File: src/rtl/commit_map_table.sv
// Committed architectural-to-physical register map: returns superseded tags to the free list on
// commit and streams the whole map on rewind. Define COMMIT_MAP_ZERO_REG_EN to hard-wire arch reg 0.
module commit_map_table #(
    parameter int  ARCH_REGS = 32,
    parameter int  TAG_W     = 6,
    localparam int IDX_W     = $clog2(ARCH_REGS)
) (
    input  logic             clk,
    input  logic             reset,
    input  logic             en,
    input  logic             commitValid,
    output logic             commitReady,
    input  logic             commitHasDest,
    input  logic [IDX_W-1:0] commitArch,
    input  logic [TAG_W-1:0] commitPhys,
    output logic             put,
    output logic             enablePut,
    output logic [TAG_W-1:0] writePut,
    input  logic             rewind,
    output logic             dumpValid,
    output logic [IDX_W-1:0] dumpArch,
    output logic [TAG_W-1:0] dumpPhys,
    output logic             dumpBusy
);

    localparam logic [IDX_W-1:0] LAST_IDX = IDX_W'(ARCH_REGS - 1);

    typedef enum logic {
        IDLE,
        DUMP
    } state_t;

    state_t           state;
    state_t           state_next;
    logic [IDX_W-1:0] idx;
    logic [IDX_W-1:0] idx_next;
    logic [IDX_W-1:0] dump_sel;
    logic [TAG_W-1:0] map [ARCH_REGS];

    logic             accept;
    logic             zero_dest;
    logic             write_map;
    logic             free_valid;
    logic [TAG_W-1:0] free_tag;

    // A commit to the hard-wired zero register frees its own tag instead of the mapped one.
`ifdef COMMIT_MAP_ZERO_REG_EN
    assign zero_dest = (commitArch == '0);
`else
    assign zero_dest = 1'b0;
`endif

    assign commitReady = en && (state == IDLE) && !rewind;
    assign accept      = commitValid && commitReady;
    assign free_valid  = accept && commitHasDest;
    assign write_map   = free_valid && !zero_dest;
    // Reading the live array lets a same-register commit on the next cycle see this cycle's write.
    assign free_tag    = zero_dest ? commitPhys : map[commitArch];

    // NOTE: every register below uses non-blocking assignment so all flops sample pre-edge values.
    always_ff @(posedge clk or negedge reset) begin
        if (!reset) begin
            state <= IDLE;
            idx   <= '0;
        end else begin
            state <= state_next;
            idx   <= idx_next;
        end
    end

    // NOTE: defaults first in every combinational block, otherwise unassigned paths infer latches.
    always_comb begin
        state_next = state;
        idx_next   = idx;
        if (en) begin
            unique case (state)
                IDLE: begin
                    if (rewind) begin
                        state_next = DUMP;
                        idx_next   = '0;
                    end
                end
                DUMP: begin
                    if (rewind) begin
                        idx_next = '0;
                    end else if (idx == LAST_IDX) begin
                        state_next = IDLE;
                        idx_next   = '0;
                    end else begin
                        idx_next = idx + 1'b1;
                    end
                end
            endcase
        end
    end

    always_comb begin
        dumpValid = 1'b0;
        dumpBusy  = 1'b0;
        dump_sel  = '0;
        if (state == DUMP) begin
            dumpValid = en;
            dumpBusy  = 1'b1;
            dump_sel  = idx;
        end
    end

    assign dumpArch = dump_sel;
    assign dumpPhys = map[dump_sel];

    // NOTE: the map resets to identity, so it is a flop array and cannot map onto a reset-less RAM.
    always_ff @(posedge clk or negedge reset) begin
        if (!reset) begin
            for (int i = 0; i < ARCH_REGS; i++) begin
                map[i] <= TAG_W'(i);
            end
        end else if (write_map) begin
            map[commitArch] <= commitPhys;
        end
    end

    // The put pulse is not gated by en beyond accept: a frozen cycle must still clear it.
    always_ff @(posedge clk or negedge reset) begin
        if (!reset) begin
            put       <= 1'b0;
            enablePut <= 1'b0;
            writePut  <= '0;
        end else begin
            put       <= accept;
            enablePut <= free_valid;
            writePut  <= free_valid ? free_tag : '0;
        end
    end

endmodule

File: config.mk
export PLATFORM = sky130hd
export DESIGN_NAME = commit_map_table
export DESIGN_NICKNAME = d
export VERILOG_FILES = /design/src/rtl/commit_map_table.sv
export SDC_FILE = /design/constraint.sdc
export NUM_CORES = 1
export LEC_CHECK = 0
export BUFFER_PORTS_ARGS = -buffer_cell sky130_fd_sc_hd__buf_4
export CAP_MARGIN = 10
export CORE_ASPECT_RATIO = 0.75
export CORE_MARGIN = 4
export CORE_UTILIZATION = 50
export DETAILED_ROUTE_END_ITERATION = 8
export PLACE_DENSITY = 0.65
export SETUP_SLACK_MARGIN = 0.05
export SKIP_CTS_REPAIR_TIMING = 1
export SYNTH_ARGS = -nofsm -noshare
export SYNTH_HDL_FRONTEND = slang
export SYNTH_SLANG_ARGS = --single-unit
export TNS_END_PERCENT = 20
File: constraint.sdc
create_clock -name clk -period 4.5 [get_ports clk]
set_clock_uncertainty 0.15 [all_clocks]
set_input_delay 0.45 -clock clk [delete_from_list [all_inputs] [get_ports clk]]
set_output_delay 0.45 -clock clk [all_outputs]
set_load 0.1 [all_outputs]
==> results.yml, run 1 <==
routing:
  wl_um: 33410
  avgViaCountPerCell: 6.707
  wire_per_inst_um: 28.82
  num_vias: 7773
  maxUsedRoutingLayer: "met4"
  final_antenna_net_count: 0
  wl_met2_um: 14390
  dr.pass1.iters: 5
  wl_met1_um: 14940
  drtIter0Drc: 874
  wl_met3_um: 3262
  drc: 0
floorplanning:
  core_um2: 22290
  io_pins: 39
  dieHeight_um: 139.1
  die_x_um: 182.8
  rows: 47
  dieArea_um2: 25420
  initial_utilization_pct: 51.40
logic_synthesis:
  synth-seq-cells: 206
  synthArstFlopShare_pct: 100.0
  synthesis.nets: 861
  ys_seq_area_share_pct: 45.88
  synth_area_per_cell_um2: 13.60
  synth-main-ff-cell: "dfrtp_1"
  ys_types: 57
  syn_inst: 842
  synth_edf_count: 0
  synth_warnings: 0
  syn-cell-area_um2: 11450
clock_network:
  clk_pin_slew_worst_paths_ps: 60
  clockBufferDepth: 3
  clkSinkCount: 206
  cts_root_buf: "clkbuf_16"
  htreeDepth: 1
  clk_latency_ps: 510
  cts_tree: "built"
  cts_buffers: 22
hold_path:
  hold_class: "input pin to asynchronous set/reset pin"
timing:
  tightestPinTransition_ps: 1051
  min_period_ps: 3691
  relSlewSlack_pct: 29.91
  hold_viol: 77
  fmax_mhz: 270.9
  setup_viol: 0
  holdWs_ps: -49.85
  drv_slew: 0
  rsz0062_at_grt: "no"
  period_share_pct: 82.02
  setup_slack_ps: 808.9
power_and_ir_drop:
  p_leak_nw: 5.514
  power_density_nw_per_um2: 376.2
  irDropWorstVdd_uv: 256.4
worst_setup_path:
  end_kind: "primary output"
  path_class: "flip-flop to primary output"
  crit_path_start_kind: "flip-flop"
  crit_fanout: 14
  worstPathRequired_ps: 3900
  cp.arrival_ps: 3090
grt:
  grt_pass1_wl_um: 51670
  grt_usage_pct: 26.35
  first_global_vias: 7986
  grt-ovfl-total: 0
  grt_max_degree: 116
  antenna_found_initial: 0
cells_and_area:
  drive_gt1_share_pct: 52.72
  post-route-util_pct: 56.49
  nNetsFinal: 868
  final_cell_area_um2: 12590
  num_antenna_cells: 0
  nFillCells: 1812
  multiInputGateArea_um2: 5784
  regArea_um2: 5256
  area_growth_pct: 9.907
status:
  violations: "negative hold slack"
  status: "complete, but fails checks"
place:
  hpwl_um: 22440
  dp_slack_ps: 1362
  placed_area_um2: 11870
  portBuffers: 38
  gp_congestion: 0.9667
flow_run:
  max-cap-violations: 0
==> path summary, 6_finish.rpt <==
| kind | from | slack, ps | end | cells after the start |
|---|---|---|---|---|
| min in group clk | rewind | 40 | idx[4] | 2 |
| setup reg to reg | state | 1590 | map[170] | 7 |
| setup / recovery | idx[1] | 810 | dumpPhys[1] | 6 |
| max in group asynchronous | reset | 3280 | map[48] | 2 |
| hold / removal | reset | -50 | map[148] | 1 |
| hold reg to reg | map[11] | 370 | map[11] | 1 |
==> cell families (layout without fill, tap and decap cells) <==
logic type,Yosys count,after routing,share of synthesized area (%)
simple gates,94,94,5.997
flops,206,206,45.88
buf+inv,82,105,3.768
fa+ha+maj,2,2,0.2184
mux,305,305,34.53
compound gates,153,153,9.612
==> synthesized netlist by cell type, drive strengths merged (17+ instances only) <==
| cell | count | area [um^2] |
|---|---|---|
| mux2 | 205 | 2354 |
| a21oi | 17 | 85.08 |
| mux4 | 48 | 1081 |
| clkbuf | 38 | 172.7 |
| buf | 22 | 140.1 |
| dfstp | 80 | 2102 |
| mux2i | 52 | 520.5 |
| nor2 | 31 | 286.5 |
| dfrtp | 126 | 3153 |
| a221oi | 22 | 192.7 |
| o21ai | 20 | 100.1 |
| a22oi | 44 | 330.3 |
| nand2 | 29 | 108.9 |
==> placed cells by master, fill, tap and decap left out, drive strengths merged, types with 29 or more instances in the layout <==
cell type / instances
mux2i: 52
clkbuf: 36
nand2: 29
buf: 47
mux4: 48
dfrtp: 126
nor2: 31
mux2: 205
dfstp: 80
a22oi: 44
==> state kept, by name, indices dropped and copies added, names as in the netlist <==
signal	count
idx	5
put	1
map	192
state	1
enablePut	1
writePut	6
==> worst max-delay path, stage by stage, from the launching register on <==
cell and delay (ps):
dfrtp_1 630, and3b_1 510, a22o_1 330, a211oi_1 310, a31o_2 160, a2bb2oi_1 280, buf_4 350
==> power by group <==
group / switching, mW / internal, mW / leakage, nW
combinational: 0.732 / 0.273 / 2.58
clock: 0.746 / 1.08 / 0.357
sequential: 0.0342 / 1.87 / 2.57
==> through the flow <==
step	cells	total power [mW]	setup TNS, ps
floorplan	842	2.617	-783.2
global placement	1119	2.917	0
detailed placement	1119	2.933	0
CTS	1159	4.755	0
global route	1159	4.894	0
finish	1159	4.736	0
==> per-layer routing <==
metal  up-vias  track usage (%)
li1       3263                -
met1      4082            40.29
met2       371            37.45
met3        57            7.341
met4         0            6.113
met5         -                0
==> layout make-up <==
cell class | count | share of cell area, %
clock buffer | 35 | 5.327
clock inverter | 5 | 0.3975
inverter | 17 | 0.5466
multi-input combinational | 554 | 45.95
sequential | 206 | 41.75
tap | 294 | 2.922
timing repair buffer | 48 | 3.111
Power figures use the tool's default switching activity.
==> run 2: changes to the inputs <==
Settings changed: ABC_AREA set to 1, PLACE_DENSITY 0.65 to 0.68.
Clock period 4.5 ns to 3.2 ns, I/O delays scaled along.
==> run 2 against run 1 <==
  * The flow still finishes with violations (negative hold slack)
  * Cell count rose by 92%
  * Power increased by 34%
  * Register-to-register slack got worse by 1000 ps
  * Utilization rose by 0.30 points
  * Hold slack gained 45 ps
  * Synthesized cell count is 130% higher
  * Sequential power rose by 38%
  * Wire length rose by 21%
  * Sequential share of layout area decreased by 3.5 points
  * Highest routed layer unchanged
==> results.yml, run 2 <==
power_and_ir_drop:
  p_seq_share_pct: 41.6
  p_int_mw: 4.455
  p_leak_nw: 6.326
  clockPowerShare_pct: 41.8
  irDropWorstVdd_uv: 340.1
  power_frac_comb_pct: 16.6
  p_sw_mw: 1.899
  power_density_nw_per_um2: 462.1
  swShare_pct: 29.88
logic_synthesis:
  synth-main-ff-cell: "dfrtp_1"
  synth_warnings: 0
  synth.area.top_cells: "nand2_1 27%, dfrtp_1 25%, dfstp_2 17%, o21ai_0 6.0%, nand3_1 5.8%"
  syn_inst: 1897
  synth_area_per_cell_um2: 6.560
  synth.most_common_cell: "nand2_1"
  synth.cells.most_frequent: "881 x nand2_1, 168 x inv_1, 150 x o21ai_0"
  synth-seq-cells: 206
  synthArstFlopShare_pct: 100.0
  synth_edf_count: 0
  syn-cell-area_um2: 12440
  ys_seq_area_share_pct: 42.23
  synth_top_area_share_pct: 26.57
  ys_types: 25
  yosysTopAreaCell: "nand2_1"
  synthesis.nets: 1916
timing:
  period_share_pct: 96.69
  holdWs_ps: -5.142
  relSlewSlack_pct: 57.54
  rsz0062_at_grt: "yes"
  min_period_ps: 3094
  setup_slack_ps: 105.8
  setup_viol: 0
  drv_slew: 0
  fmax_mhz: 323.2
  hold_viol: 2
  tightestPinTransition_ps: 636.0
hold_path:
  hold_class: "input pin to flip-flop"
grt:
  antenna_found_initial: 0
  grt_pass1_wl_um: 63350
  grt-ovfl-total: 0
  grt_max_degree: 74
  first_global_vias: 11030
  grt_usage_pct: 29.39
flow_run:
  max-cap-violations: 0
routing:
  avgViaCountPerCell: 5.424
  dr.pass1.iters: 6
  wl_um: 40280
  final_antenna_net_count: 0
  num_vias: 12070
  wire_per_inst_um: 18.09
  drtIter0Drc: 1446
  drc: 0
floorplanning:
  core_um2: 24220
  initial_utilization_pct: 51.39
  io_pins: 39
  rows: 49
  dieArea_um2: 27500
  dieHeight_um: 144.6
  die_x_um: 190.2
cells_and_area:
  nNetsFinal: 1898
  top_register: "map"
  post-route-util_pct: 56.79
  area_growth_pct: 10.51
  multiInputGateArea_um2: 5937
  layout_commonest_cell: "nand2_1"
  drive_gt1_share_pct: 12.77
  reg_top3: "map: 192 flops, writePut: 6 flops, idx: 5 flops"
  num_antenna_cells: 0
  nFillCells: 2381
  largest_reg_flops: 192
  regArea_um2: 5258
  final_cell_mix: "879 x nand2_1, 165 x inv_1, 150 x o21ai_0"
clock_network:
  clkSinkCount: 206
  cts_root_buf: "clkbuf_16"
  cts_tree: "built"
  clk_latency_ps: 530
  htreeDepth: 1
  clk_pin_slew_worst_paths_ps: 60
  cts_buffers: 23
  clockBufferDepth: 3
worst_setup_path:
  end_kind: "primary output"
  worstPathRequired_ps: 2730
  cp.arrival_ps: 2620
  crit_fanout: 37
  crit_path_start_kind: "flip-flop"
  path_class: "flip-flop to primary output"
status:
  status: "complete, but fails checks"
  violations: "negative hold slack"
place:
  dp_slack_ps: 518.1
  hpwl_um: 26460
  portBuffers: 38
  gp_congestion: 0.9770
run 2: layout make-up:
cell class / count / share of cell area [%]
Tap cell: 331 / 3.012
Clock inverter: 9 / 0.7643
Multi-Input combinational cell: 1393 / 43.17
Clock buffer: 32 / 4.649
Timing Repair Buffer: 78 / 5.241
Sequential cell: 206 / 38.23
Inverter: 177 / 4.931
run 2: through the flow:
step / setup TNS [ps] / power (mW) / instances / instance area [um^2]
CTS: -68.81 / 6.352 / 2219 / 13650
global route: 0 / 6.593 / 2226 / 13750
global placement: 0 / 3.688 / 2178 / 12900
floorplan: 0 / 3.333 / 1897 / 12450
detailed placement: 0 / 3.691 / 2178 / 12900
finish: 0 / 6.354 / 2226 / 13750
run 2: per-layer routing:
metal	vias up	share of wire, %	track usage, %
li1	5811	-	-
met2	573	41	41.99
met5	-	0	0
met1	5592	45	44.10
met3	98	11	7.650
met4	0	3.2	8.500
run 2: path summary, 6_finish.rpt:
path,endpoint,startpoint,slack [ps],cells after the start
max reg2reg,map[54],state,580,9
max,dumpPhys[0],state,110,11
min reg2reg,map[158],map[158],330,2
max in group asynchronous,map[28],reset,1770,3
min,state,en,-5,3
min in group asynchronous,map[133],reset,200,2
run 2: logic make-up after synthesis:
group,synth area share [%]
DFF,42.23
and+or+nand+nor,37.05
buffers and inverters,10.14
AOI/OAI and AO/OA,10.38
adders and majority gates,0.2011
run 2: power by group through the flow:
stage	clock network, mW	registers [mW]	logic (mW)
global placement	0	2.69	1.00
CTS	2.70	2.64	1.01
global route	2.81	2.64	1.14
finish	2.66	2.64	1.05
floorplan	0	2.68	0.652
detailed placement	0	2.69	1.00
run 2: critical path: stages, from the launching register on:
cell and delay [ps]:
dfrtp_2 460, nand2_2 170, inv_4 160, buf_16 230, nand2_1 80, nand2_1 90
nand3_1 180, nand3_1 190, nand2_1 80, nand2_1 80, nand2_1 130, buf_6 210
==> run 3: changes to the inputs <==
Settings changed: CELL_PAD_IN_SITES_DETAIL_PLACEMENT set to 0, CELL_PAD_IN_SITES_GLOBAL_PLACEMENT set to 1, CORE_UTILIZATION 50 to 41, HOLD_SLACK_MARGIN set to 0.08, PLACE_DENSITY 0.68 to 0.76.
==> run 3 against run 2 <==
  * Power is 5.8% higher
  * Via count shrank 1.3%
  * Largest power group unchanged
  * Largest cell class unchanged
  * Critical endpoint is now dumpPhys[4]
  * Critical path depth down 2
  * The flow now finishes without violations
==> results.yml, run 3 (synthesis results as in run 2) <==
status:
  status: "completed"
clock_network:
  cts_root_buf: "clkbuf_16"
  clk_latency_ps: 550
  clkSinkCount: 206
  htreeDepth: 1
  clockBufferDepth: 3
  cts_buffers: 24
  cts_tree: "built"
  clk_pin_slew_worst_paths_ps: 60
routing:
  dr.pass1.iters: 5
  num_vias: 11910
  avgViaCountPerCell: 5.184
  final_antenna_net_count: 0
  wire_per_inst_um: 19.07
  drc: 0
  drtIter0Drc: 1048
  wl_um: 43810
worst_setup_path:
  crit_path_start_kind: "flip-flop"
  end_kind: "primary output"
  crit_family: "simple AND/OR/NAND/NOR gates"
  path_buf_inv: 2
  crit_slowest_cell: "dfrtp_2"
  cp.arrival_ps: 2520
  startpoint: "state"
  max_stage_delay_ps: 460
  path_class: "flip-flop to primary output"
  crit_fanout: 48
  r2r-start: "state"
  crit_path_cell_trace: "nand2_8 -> buf_12 -> nand3_1 -> nand3_1 -> nand3_1 -> nand2_1 -> nand2_1 -> nand2_1 -> buf_4"
  r2r_slack_ps: 620
  worstPathRequired_ps: 2730
cells_and_area:
  top_register: "map"
  post-route-util_pct: 47.41
  nNetsFinal: 1907
  final_cell_mix: "879 x nand2_1, 167 x inv_1, 150 x o21ai_0"
  drive_gt1_share_pct: 13.27
  area_growth_pct: 12.48
  layout_commonest_cell: "nand2_1"
  largest_reg_flops: 192
  num_antenna_cells: 0
  reg_top3: "map: 192 flops, writePut: 6 flops, idx: 5 flops"
hold_path:
  min_from: "commitHasDest"
  hold_class: "input pin to flip-flop"
timing:
  rsz0062_at_grt: "no"
  setup_viol: 0
  drv_slew: 0
  period_share_pct: 93.33
  relSlewSlack_pct: 50.98
  fmax_mhz: 334.8
  setup_tns_ps: 0
  hold_viol: 0
  min_period_ps: 2987
  tightestPinTransition_ps: 735.3
place:
  portBuffers: 38
  gp_congestion: 0.8887
  hpwl_um: 28730
power_and_ir_drop:
  irDropWorstVdd_uv: 367.6
  power_density_nw_per_um2: 480.5
  p_leak_nw: 6.416
floorplanning:
  die_x_um: 209.2
  dieHeight_um: 158.9
  dieArea_um2: 33230
  rows: 54
  core_um2: 29530
  initial_utilization_pct: 42.15
  io_pins: 39
grt:
  use_met1_pct: 40.61
  grt.busiest_layer: "met1"
  grtUsageMet3_pct: 4.655
  grt-ovfl-total: 0
  first_global_vias: 11060
  antenna_found_initial: 0
  grt_usage_pct: 25.86
  grt_util_met2_pct: 35.73
  grt_pass1_wl_um: 67770
  grt_max_degree: 80
flow_run:
  max-cap-violations: 0
[run 3: worst min-delay path, stage by stage]
cell	delay [ps]
buf_4	100
nand2_4	190
inv_1	100
[run 3: per-stage QoR]
stage	area (um^2)	total power, mW	instances	hold slack (ps)	setup WS, ps
after detailed placement	13070	3.752	2248	266.9	673.5
after global placement	13070	3.756	2248	266.1	699.3
final	14000	6.726	2298	62.88	213.3
after floorplan	12450	3.333	1897	-125.6	103.7
after global routing	14000	6.951	2298	91.00	68.81
after CTS	13930	6.758	2292	-295.0	146.2
[run 3: per-layer routing]
metal  share of wire [%]  wire length (um)  vias to the layer above
li1                    -                 -                     5835
met1                  48             21180                     5544
met2                  40             17700                      446
met3                 7.9              3462                       88
met4                 3.4              1468                        0
met5                   0                 0                        -
[run 3: path summary, 6_finish.rpt]
kind | to | cells after the start
max | dumpPhys[4] | 9
min | enablePut | 3
max reg2reg | map[54] | 8
min reg2reg | map[146] | 2
max in group asynchronous | map[117] | 3
min in group asynchronous | map[143] | 2
[run 3: area by class of cell]
type | count | area [um^2]
clock buffers | 28 | 646.9
clock inverters | 16 | 207.7
fillers | 3074 | 15530
inverters | 177 | 668.1
multi-input cells | 1393 | 5946
flip-flops and latches | 206 | 5259
well taps | 392 | 490.5
repair buffers | 86 | 779.5
[run 3: power by group]
part / switching, mW / total [mW] / internal [mW] / leakage (nW)
combinational: 0.812 / 1.08 / 0.269 / 3.44
clock: 1.21 / 3.00 / 1.78 / 0.403
sequential: 0.0194 / 2.65 / 2.63 / 2.57
total: 2.05 / 6.73 / 4.68 / 6.42
